==> src/rtl/issue_unit_pkg.sv <==
// Shared types for the issue stage: issue-latch states, latched instruction payload,
// and a register-index helper.
package issue_unit_pkg;

    localparam logic [0:0] ST_EMPTY = 1'b0;
    localparam logic [0:0] ST_HELD  = 1'b1;

    typedef struct packed {
        logic [4:0]  op;
        logic [4:0]  rd;
        logic [4:0]  rs1;
        logic [4:0]  rs2;
        logic [31:0] imm;
        logic [31:0] addr;
        logic        branch;
        logic        ls;
        logic        use_imm;
        logic        jalr;
    } inst_t;

    // x0 is hardwired: it is never renamed and always reads as a ready zero.
    function automatic logic reads_reg(input logic [4:0] idx);
        return idx != 5'd0;
    endfunction

endpackage

==> src/rtl/issue_unit_operand_resolver.sv <==
// Resolves one source operand from register status, ROB readout and (with
// ISSUE_CDB_BYPASS_EN defined) the CDB broadcast into value / tag / ready.
module operand_resolver
    import issue_unit_pkg::*;
#(
    parameter int ROB_W = 3
) (
`ifdef ISSUE_CDB_BYPASS_EN
    input  logic             cdb_valid,
    input  logic [ROB_W-1:0] cdb_tag,
    input  logic [31:0]      cdb_val,
`endif
    input  logic [4:0]       idx,
    input  logic             busy,
    input  logic [ROB_W-1:0] tag,
    input  logic [31:0]      reg_val,
    input  logic             rob_ready,
    input  logic [31:0]      rob_val,
    output logic [31:0]      v,
    output logic [ROB_W-1:0] q,
    output logic             ready
);

    always_comb begin
        // NOTE: every output gets a default first so no path can infer a latch.
        v     = '0;
        q     = '0;
        ready = 1'b1;
        if (reads_reg(idx)) begin
            if (!busy) begin
                v = reg_val;
            end else if (rob_ready) begin
                v = rob_val;
            end
`ifdef ISSUE_CDB_BYPASS_EN
            else if (cdb_valid && cdb_tag == tag) begin
                v = cdb_val;
            end
`endif
            else begin
                q     = tag;
                ready = 1'b0;
            end
        end
    end

endmodule

==> src/rtl/issue_unit.sv <==
// Issue stage: single-entry issue latch between the fetched-op queue and RS/LSB dispatch.
// Define ISSUE_CDB_BYPASS_EN to forward the CDB into operands instead of stalling on it.
module issue_unit
    import issue_unit_pkg::*;
#(
    parameter int ROB_W = 3
) (
    input  logic             clk_in,
    input  logic             rst_n_in,
    input  logic             rdy_in,
    input  logic             predict_fail_in,
    input  logic             inst_valid_in,
    input  logic [4:0]       op_in,
    input  logic [4:0]       rd_in,
    input  logic [4:0]       rs1_in,
    input  logic [4:0]       rs2_in,
    input  logic [31:0]      imm_in,
    input  logic             branch_in,
    input  logic             ls_in,
    input  logic             use_imm_in,
    input  logic             jalr_in,
    input  logic [31:0]      addr_in,
    output logic             pop_out,
    output logic [4:0]       reg_rs1_out,
    output logic [4:0]       reg_rs2_out,
    input  logic [31:0]      reg_val1_in,
    input  logic [31:0]      reg_val2_in,
    input  logic             reg_busy1_in,
    input  logic             reg_busy2_in,
    input  logic [ROB_W-1:0] reg_tag1_in,
    input  logic [ROB_W-1:0] reg_tag2_in,
    output logic [ROB_W-1:0] rob_q1_tag_out,
    output logic [ROB_W-1:0] rob_q2_tag_out,
    input  logic             rob_q1_ready_in,
    input  logic             rob_q2_ready_in,
    input  logic [31:0]      rob_q1_val_in,
    input  logic [31:0]      rob_q2_val_in,
    input  logic             cdb_valid_in,
    input  logic [ROB_W-1:0] cdb_tag_in,
    input  logic [31:0]      cdb_val_in,
    input  logic             rob_full_in,
    input  logic             rs_full_in,
    input  logic             lsb_full_in,
    input  logic [ROB_W-1:0] rob_tail_tag_in,
    output logic             rob_alloc_out,
    output logic             rs_we_out,
    output logic             lsb_we_out,
    output logic             rename_we_out,
    output logic [4:0]       d_op_out,
    output logic [4:0]       d_rd_out,
    output logic [31:0]      d_imm_out,
    output logic [31:0]      d_addr_out,
    output logic             d_branch_out,
    output logic             d_jalr_out,
    output logic             d_use_imm_out,
    output logic [31:0]      d_vj_out,
    output logic [31:0]      d_vk_out,
    output logic [ROB_W-1:0] d_qj_out,
    output logic [ROB_W-1:0] d_qk_out,
    output logic             d_rj_out,
    output logic             d_rk_out,
    output logic [ROB_W-1:0] d_tag_out
);

    logic [0:0]       state;
    inst_t            inst;
    logic             held, active, cdb_stall, unit_full, can_dispatch, dispatch;
    logic [31:0]      vj, vk;
    logic [ROB_W-1:0] qj, qk;
    logic             rj, rk;

    assign held = (state == ST_HELD);

    operand_resolver #(.ROB_W(ROB_W)) u_src1 (
`ifdef ISSUE_CDB_BYPASS_EN
        .cdb_valid (cdb_valid_in),
        .cdb_tag   (cdb_tag_in),
        .cdb_val   (cdb_val_in),
`endif
        .idx       (inst.rs1),
        .busy      (reg_busy1_in),
        .tag       (reg_tag1_in),
        .reg_val   (reg_val1_in),
        .rob_ready (rob_q1_ready_in),
        .rob_val   (rob_q1_val_in),
        .v         (vj),
        .q         (qj),
        .ready     (rj)
    );

    operand_resolver #(.ROB_W(ROB_W)) u_src2 (
`ifdef ISSUE_CDB_BYPASS_EN
        .cdb_valid (cdb_valid_in),
        .cdb_tag   (cdb_tag_in),
        .cdb_val   (cdb_val_in),
`endif
        .idx       (inst.rs2),
        .busy      (reg_busy2_in),
        .tag       (reg_tag2_in),
        .reg_val   (reg_val2_in),
        .rob_ready (rob_q2_ready_in),
        .rob_val   (rob_q2_val_in),
        .v         (vk),
        .q         (qk),
        .ready     (rk)
    );

`ifdef ISSUE_CDB_BYPASS_EN
    assign cdb_stall = 1'b0;
`else
    // A source waiting on the tag broadcast right now would miss it; the ROB shows it ready next cycle.
    assign cdb_stall = cdb_valid_in && ((!rj && qj == cdb_tag_in) || (!rk && qk == cdb_tag_in));

    logic unused_cdb_val;
    assign unused_cdb_val = ^cdb_val_in;
`endif

    // Reset is folded in so pop and dispatch strobes drop the moment rst_n_in falls.
    assign active       = rst_n_in && rdy_in && !predict_fail_in;
    assign unit_full    = inst.ls ? lsb_full_in : rs_full_in;
    assign can_dispatch = held && !rob_full_in && !unit_full && !cdb_stall;
    assign dispatch     = active && can_dispatch;
    assign pop_out      = active && inst_valid_in && (!held || can_dispatch);

    always_ff @(posedge clk_in or negedge rst_n_in) begin
        // NOTE: sequential state uses non-blocking assignments only; the payload is reset too so every bundle field reads 0 out of reset.
        if (!rst_n_in) begin
            state <= ST_EMPTY;
            inst  <= '0;
        end else if (rdy_in) begin
            if (predict_fail_in) begin
                state <= ST_EMPTY;
            end else if (pop_out) begin
                state <= ST_HELD;
                inst  <= '{op: op_in, rd: rd_in, rs1: rs1_in, rs2: rs2_in, imm: imm_in,
                           addr: addr_in, branch: branch_in, ls: ls_in,
                           use_imm: use_imm_in, jalr: jalr_in};
            end else if (dispatch) begin
                state <= ST_EMPTY;
            end
        end
    end

    assign rob_alloc_out  = dispatch;
    assign rs_we_out      = dispatch && !inst.ls;
    assign lsb_we_out     = dispatch && inst.ls;
    assign rename_we_out  = dispatch && reads_reg(inst.rd);
    assign reg_rs1_out    = inst.rs1;
    assign reg_rs2_out    = inst.rs2;
    assign rob_q1_tag_out = reg_tag1_in;
    assign rob_q2_tag_out = reg_tag2_in;

    always_comb begin
        d_op_out      = '0;
        d_rd_out      = '0;
        d_imm_out     = '0;
        d_addr_out    = '0;
        d_branch_out  = 1'b0;
        d_jalr_out    = 1'b0;
        d_use_imm_out = 1'b0;
        d_vj_out      = '0;
        d_vk_out      = '0;
        d_qj_out      = '0;
        d_qk_out      = '0;
        d_rj_out      = 1'b0;
        d_rk_out      = 1'b0;
        d_tag_out     = '0;
        if (held) begin
            d_op_out      = inst.op;
            d_rd_out      = inst.rd;
            d_imm_out     = inst.imm;
            d_addr_out    = inst.addr;
            d_branch_out  = inst.branch;
            d_jalr_out    = inst.jalr;
            d_use_imm_out = inst.use_imm;
            d_vj_out      = vj;
            d_vk_out      = vk;
            d_qj_out      = qj;
            d_qk_out      = qk;
            d_rj_out      = rj;
            d_rk_out      = rk;
            d_tag_out     = rob_tail_tag_in;
        end
    end

endmodule

==> config.mk <==
export PLATFORM = sky130hd
export DESIGN_NAME = issue_unit
export DESIGN_NICKNAME = d
export VERILOG_FILES = /design/src/rtl/issue_unit_pkg.sv /design/src/rtl/issue_unit_operand_resolver.sv /design/src/rtl/issue_unit.sv
export SDC_FILE = /design/constraint.sdc
export NUM_CORES = 1
export LEC_CHECK = 0
export CORE_AREA = 2 2 174 176
export DETAILED_ROUTE_END_ITERATION = 12
export DIE_AREA = 0 0 176 178
export HOLD_SLACK_MARGIN = 0.03
export PLACE_DENSITY_LB_ADDON = 0.1
export RECOVER_POWER = 50
export SETUP_SLACK_MARGIN = 0.1
export SKIP_LAST_GASP = 1
export SLEW_MARGIN = 20
export SYNTH_ARGS = -nofsm -noshare
export SYNTH_HDL_FRONTEND = slang
export SYNTH_SLANG_ARGS = --single-unit
==> constraint.sdc <==
create_clock -name clk_in -period 4.2 [get_ports clk_in]
set_clock_uncertainty 0.2 [all_clocks]
set_input_delay 0.84 -clock clk_in [delete_from_list [all_inputs] [get_ports clk_in]]
set_output_delay 0.84 -clock clk_in [all_outputs]
set_load 0.02 [all_outputs]
# After elaboration in Yosys (flattened, before gate mapping)
# Index checks and enable logic that the tools add are counted.
# word_totals
ff_bits,89
wordCells,80
inputBits,273
out_inout_bits,173
# classes
n_reduce_logical,30
eq_ne,2
n_mux,36
bitwise,1
# ops
cell,count
$mux 32,10
$mux 3,9
$mux 1,15
$reduce_bool 5->1,3
$logic_and 1x1->1,14
$mux 5,2
$logic_not 1->1,8
$eq 3x3->1,2
$reduce_and 3->1,1
$reduce_bool 3->1,1
$logic_or 1x1->1,2
$reduce_and 2->1,1
$not 1->1,1

# Longest topological paths before layout
# Gate-level depths: netlist of run 1.
# depth
depth_word,13
ltp_mapped,8
depth_no_buf,5

# Modules after synthesis
# From an unflattened synthesis of run 1, not the netlist that was laid out.
# unflattened
hier_cells,975
hier_area_um2,7622.3
# by_module_without_submodules
mod,n_inst,area_per_inst_um2,cells_each
issue_unit,1,6113.4,733
operand_resolver,2,754.5,121

# Least setup slack after synthesis of run 1
# No wires, ideal clock.
# synth_timing
kind,in2out
start,input port lsb_full_in
end,output port rs_we_out
stages,4
setup_slack_ns,0.728
arrival_time_ns,2.432
cell_sequence,mux2_2 > or4bb_1 > a21oi_1 > nor2b_1
# synth_via
elab_chain_cells,6
# synth_lines
element,line_no,text
"start, declared",issue_unit.sv:43,"input logic lsb_full_in,"
$mux 1,issue_unit.sv:120,assign unit_full = inst.ls ? lsb_full_in : rs_full_in;
$logic_not 1->1,issue_unit.sv:121,assign can_dispatch = held && !rob_full_in && !unit_full && !cdb_stall;
$logic_and 1x1->1 (2 in a row),issue_unit.sv:121,
$logic_and 1x1->1,issue_unit.sv:122,assign dispatch = active && can_dispatch;
via rob_alloc_out,issue_unit.sv:45,"output logic rob_alloc_out,"
$logic_and 1x1->1,issue_unit.sv:145,assign rs_we_out = dispatch && !inst.ls;
"end, declared",issue_unit.sv:46,"output logic rs_we_out,"
# The timed path passes the listed nets, and every way through them passes these cells.

# Worst setup path after layout of run 1
# layout_timing
start,input port reg_busy1_in
end,output port d_vj_out[31]
# layout_via
elab_chain_cells,3
# layout_lines
element,line_no,text
"start, declared",issue_unit.sv:28,"input logic reg_busy1_in,"
$mux 32,issue_unit_operand_resolver.sv:30,if (!busy) begin
$mux 32,issue_unit_operand_resolver.sv:29,if (reads_reg(idx)) begin
$mux 32,issue_unit.sv:168,if (held) begin
"end, declared",issue_unit.sv:56,"output logic [31:0] d_vj_out,"
# Every way passes these cells.

==> impl_metrics.toml, run 1 <==
[outcome]
outcome = "finished, violations left"
violations = "capacitance limit, slew limit"

[global_route]
busiest_layer = "met2"
antenna_found_initial = 1
grt_pass1_vias = 5389
gr-usage-met1 = 0.166
grt_max_degree = 89
grt_pass1_wl_um = 34400
grt.met3_usage = 0.0644
grt_overflow_total = 0
grt_usage = 0.146
grt_util_met2 = 0.254

[worst_hold_path]
min_from = "inst[13]"
worst_hold_path_type = "flip-flop to flip-flop"

[setup_path]
startpoint = "reg_busy1_in"
r2r.worst_path.cells = 6
r2r_slack_ns = 0.81
end_kind = "output port"
cp-endpoint = "d_vj_out[31]"
crit_path_max_incr_delay_ns = 0.63
path_cells = "dlygate4sd3_1, buf_4, and2_2, buf_4, a21oi_1, nor2_1, clkdlybuf4s50_1"
crit_required_ns = 3.16
slowest_stage = "clkdlybuf4s50_1"
r2r_start = "reg_rs2_out[0]"
critPathKind = "input port to output port"
path_max_fanout = 14
critPathArrivalTime_ns = 2.91
crit_top_cell = "buf_4"
crit_path_start_kind = "input port"
reg2reg_to = "reg_rs2_out[3]"

[sta]
slew_headroom = -0.247
worst_slew_pin_slew_ns = 1.87
period_needed_ns = 3.95
setup_viol = 0
hold_violations = 0
setup_ws_ns = 0.253
rsz0062_at_grt = "no"
slew_viol_final = 32
finalSetupTns_ns = 0
timing.hold.ws_ns = 0.285
fin_crit_sh = 0.940
fmax_mhz = 253

[layout]
drive_gt1_frac = 0.123
fin_cells = 1329
syn_to_final_growth_pct = 89.8
finalNetCount = 1207
fin_area_mm2 = 0.0101
n_fill_cell = 3110

[detailed_routing]
vias = 5215
via_per_inst = 3.92
drcViolationCount = 0
postRouteAntennaNets = 0
drtIter0Drc = 96
drt-wirelength-per-cell_um = 17.7
totalWireLength_um = 23600
drt-pass1-iter-count = 4

[logic_synthesis]
yosysSeqAreaShare = 0.419
ys.warnings.count = 0
netlist_area_mm2 = 0.00531
netlist_instances = 550
synth_fp_nets = 823
synth-seq-cells = 89
synth_area_per_cell_um2 = 9.66
yosysUniqueCellTypes = 27

[die]
die_y_um = 178
die_w_um = 176
rows = 63
pin_count = 446
core_region_area_mm2 = 0.0294
die-area_mm2 = 0.0313
start_util = 0.181

[cts]
ctsHoldBuffers = 0
htreeDepth = 3
cts_buffers = 9
clkSinkCount = 89
cts_tree = "built"
cts_buffer_depth = 2
cts_root_buf = "clkbuf_16"
clock_latency_ns = 0.34
path_clk_slew_ns = 0.06

[placement]
port_buffers = 413
dp_cells = 1313
placed_area_mm2 = 0.00978
gp_congestion = 0.786
dp_slack_ns = 0.136
place_hpwl_um = 18500

[power]
ir_drop_mv = 0.167
p_per_area_mw_per_mm2 = 325
leakagePower_nw = 4.03

[run]
cap_violations = 1
-- Yosys cell counts --
cell type,number,area share
dfrtp_1,89,0.42
and2_1,83,0.098
mux2_2,80,0.17
nor2b_1,67,0.079
a21oi_1,65,0.061
nor2_1,63,0.045
clkbuf_1,29,0.020
buf_4,16,0.023
mux2_4,9,0.025
buf_2,7,0.0066
and3_1,6,0.0071
xor2_1,6,0.0099
inv_1,3,0.0021
nand2_1,3,0.0021
nand3_1,3,0.0028
o21a_1,3,0.0042
or4_1,3,0.0042
buf_6,2,0.0042
nand2b_1,2,0.0024
nor3_1,2,0.0019
o21ai_0,2,0.0019
o21ai_1,2,0.0019
a22o_1,1,0.0016
a31o_1,1,0.0016
buf_1,1,0.00071
buf_8,1,0.0028
or4bb_1,1,0.0021
-- through the flow --
step / util / power (mW)
2_1_floorplan: - / 1.79
3_3_place_gp: 0.333 / 2.40
3_5_place_dp: 0.333 / 2.41
4_1_cts: 0.344 / 3.39
5_1_grt: 0.343 / 3.49
6_report: 0.343 / 3.28
-- power by group --
| part | switching [mW] | internal (mW) |
|---|---|---|
| clock network | 0.362 | 0.583 |
| registers | 0.109 | 1.08 |
| logic | 0.489 | 0.663 |
-- how the worst min path moves through the flow --
| stage | slack [ns] | cells after the start | to |
|---|---|---|---|
| final | 0.28 | 1 | inst[13] |
| after global routing | 0.30 | 1 | inst[8] |
| after CTS | 0.30 | 1 | inst[45] |
| after detailed placement | 0.29 | 1 | inst[13] |
| after global placement | 0.28 | 1 | inst[33] |
| after floorplan | 0.27 | 1 | inst[83] |
-- worst max-delay path: cells and delay by family --
| family | cells | cell delay (ns) |
|---|---|---|
| compound gates | 1 | 0.09 |
| simple gates | 2 | 0.34 |
| buf+inv | 4 | 1.63 |
-- cell usage in the layout (no fill, tap or decap), types with 3 or more instances in the layout --
| cell type | instances |
|---|---|
| clkdlybuf4s50_1 | 384 |
| dfrtp_1 | 89 |
| and2_1 | 82 |
| mux2_2 | 80 |
| nor2b_1 | 67 |
| a21oi_1 | 65 |
| nor2_1 | 63 |
| dlygate4sd3_1 | 25 |
| buf_4 | 12 |
| clkbuf_16 | 9 |
| mux2_1 | 8 |
| and3_1 | 6 |
| xor2_1 | 6 |
| nand3_1 | 3 |
| or4_1 | 3 |
| inv_1 | 3 |
| o21a_1 | 3 |
| nand2_1 | 3 |
| bufinv_16 | 3 |
| dlymetal6s2s_1 | 3 |
-- cell families after synthesis --
| group | count (synthesis) | synth area share |
|---|---|---|
| flops | 89 | 0.419 |
| simple gates | 233 | 0.244 |
| mux | 89 | 0.195 |
| buf+inv | 59 | 0.0596 |
| xor+xnor | 6 | 0.00989 |
| compound gates | 74 | 0.0725 |
-- per-layer routing --
layer / vias up / routed length [um]
met5: - / 0
met4: 0 / 291
met3: 15 / 2530
met2: 237 / 11700
met1: 2399 / 9070
li1: 2564 / -
-- registers in the layout, indices dropped and copies added, names as in the netlist --
signal and cells:
inst 78, reg_rs1_out 5, reg_rs2_out 5, held 1
-- area by class of cell --
cell class,instances,area (um2),share of cell area
Multi-Input combinational cell,402,2760,0.273
Inverter,3,11.3,0.00112
Clock inverter,6,115,0.0114
Clock buffer,9,225,0.0223
Sequential cell,89,2230,0.221
Antenna cell,1,2.50,0.000248
Tap cell,390,488,0.0484
Timing Repair Buffer,429,4260,0.422
-- repair_timing --
item                                    in CTS  in global routing
gates resized for setup                      0                  5
endpoints found under the setup margin       0                 22
setup buffers                                0                  0
Note: power is estimated with default switching activity, not from simulation.
==> run 2: changes to the inputs <==
Settings changed: PLACE_DENSITY_LB_ADDON 0.1 to default.
==> impl_metrics.toml, run 2 (synthesis results as in run 1) <==
[outcome]
outcome = "finished, final reports clean"

[layout]
final_common_cell = "clkdlybuf4s50_1"
regMostFlops = "inst"
finalNetCount = 1212
n_fill_cell = 3037
largest_register_ffs = 78
drive_gt1_frac = 0.127
fin_cells = 1336
multi_input_area_mm2 = 0.00276
syn_to_final_growth_pct = 90.1
final_cell_mix = "371 x clkdlybuf4s50_1, 88 x dfrtp_1, 83 x and2_1"
seq_area_mm2 = 0.00223

[sta]
period_needed_ns = 4.03
setup_viol = 0
hold_violations = 0
timing.hold.ws_ns = 0.292
fin_crit_sh = 0.960
finalSetupTns_ns = 0
fmax_mhz = 248
rsz0062_at_grt = "no"
worst_slew_pin_slew_ns = 1.37
slew_viol_final = 0
slew_headroom = 0.0840

[power]
p_per_area_mw_per_mm2 = 320
clkPwrFrac = 0.274
ir_drop_mv = 0.194
leakagePower_nw = 4.06
pwr-share-seq = 0.367
switching_power_mw = 0.974
total_power_mw = 3.23
cell_internal_pwr_mw = 2.26
p_sw_frac = 0.301
power_frac_comb = 0.360

[detailed_routing]
vias = 5369
drtIter0Drc = 146
drt-wirelength-per-cell_um = 16.9
postRouteAntennaNets = 0
totalWireLength_um = 22600
drt-pass1-iter-count = 4
drcViolationCount = 0
via_per_inst = 4.02

[cts]
path_clk_slew_ns = 0.07
ctsHoldBuffers = 0
cts_root_buf = "clkbuf_16"
post_cts_buffers = 0
cts_buffers = 9
htreeDepth = 3
clock_latency_ns = 0.34
cts_buffer_depth = 2
cts_tree = "built"
clkSinkCount = 89

[setup_path]
crit_buf_inv = 4
crit_path_max_incr_delay_ns = 0.62
slowest_stage = "clkdlybuf4s50_1"
cpLargestDelayFamily = "buffers and inverters"
critPathArrivalTime_ns = 2.99
path_max_fanout = 34
critPathKind = "input port to output port"
crit_path_start_kind = "input port"
path_cells = "dlygate4sd3_1, buf_4, and2_1, buf_4, a21oi_1, nor2_1, clkdlybuf4s50_1"
crit_top_cell = "buf_4"
crit_required_ns = 3.16
end_kind = "output port"

[placement]
dp_cells = 1318
port_buffers = 413
place_hpwl_um = 18000
gp_congestion = 0.818

[die]
rows = 63
die_y_um = 178
core_region_area_mm2 = 0.0294
die_w_um = 176
start_util = 0.181
pin_count = 446
die-area_mm2 = 0.0313

[worst_hold_path]
worst_hold_path_type = "flip-flop to flip-flop"

[global_route]
grt_pass1_vias = 5607
grt_pass1_wl_um = 33200
grt_overflow_total = 0
grt_usage = 0.139
antenna_found_initial = 3
grt_max_degree = 89

[run]
cap_violations = 0
==> run 2: cell type report <==
| class | instances | share of cell area |
|---|---|---|
| tap | 390 | 0.0483 |
| clock buffer | 9 | 0.0223 |
| inverter | 3 | 0.00111 |
| antenna | 3 | 0.000743 |
| sequential | 89 | 0.221 |
| multi-input combinational | 402 | 0.273 |
| timing repair buffer | 434 | 0.425 |
| clock inverter | 6 | 0.00892 |
==> run 2: stage by stage <==
stage                     area, um2  setup slack (ns)  utilization
final                         10100             0.170        0.344
after global routing          10100            0.0772        0.344
after CTS                     10100             0.111        0.345
after detailed placement       9830            0.0317        0.334
after global placement         9830            0.0672        0.334
after floorplan                5310             0.728            -
==> run 2: worst reg2reg max path: stages, from the launching register on <==
cell and delay, ns:
dfrtp_1 0.39, or4_1 0.58, o21a_1 0.26, a22o_1 0.27
a31o_4 0.26, clkbuf_4 0.59, mux2_1 0.80
==> run 2: repair_timing <==
action | in CTS | in global routing
resized for setup | 3 | 2
endpoints found under the hold margin | 0 | 0
endpoints found under the setup margin | 3 | 19
==> run 2: metal layers <==
layer | vias up | part of all wire | global-route usage
met5 | - | 0 | 0
met2 | 254 | 0.48 | 0.236
met1 | 2534 | 0.41 | 0.164
met4 | 0 | 0.0095 | 0.0306
met3 | 9 | 0.10 | 0.0571
li1 | 2572 | - | -
==> run 2: path summary, 6_finish.rpt <==
| check | start | endpoint | slack [ns] | depth (start not counted) |
|---|---|---|---|---|
| worst max-delay path | reg_busy1_in | d_vj_out[4] | 0.17 | 7 |
| worst min-delay path | inst[13] | inst[13] | 0.29 | 1 |
| worst max register to register | reg_rs2_out[0] | inst[14] | 0.72 | 6 |
| worst min register to register | inst[13] | inst[13] | 0.29 | 1 |
| max in group asynchronous | rst_n_in | reg_rs1_out[3] | 1.11 | 3 |
| min in group asynchronous | rst_n_in | inst[59] | 0.93 | 2 |
==> run 2: power groups by stage <==
stage / logic [mW] / registers (mW) / clock network (mW)
3_5_place_dp: 1.21 / 1.21 / 0
4_1_cts: 1.22 / 1.19 / 0.931
3_3_place_gp: 1.20 / 1.19 / 0
5_1_grt: 1.26 / 1.22 / 0.955
2_1_floorplan: 0.627 / 1.16 / 0
6_report: 1.16 / 1.19 / 0.885
==> run 3: changes to the inputs <==
Settings changed: SKIP_LAST_GASP 1 to default.
==> results of run 3 <==
The final DEF is identical to that of run 2; final timing and power are the same.
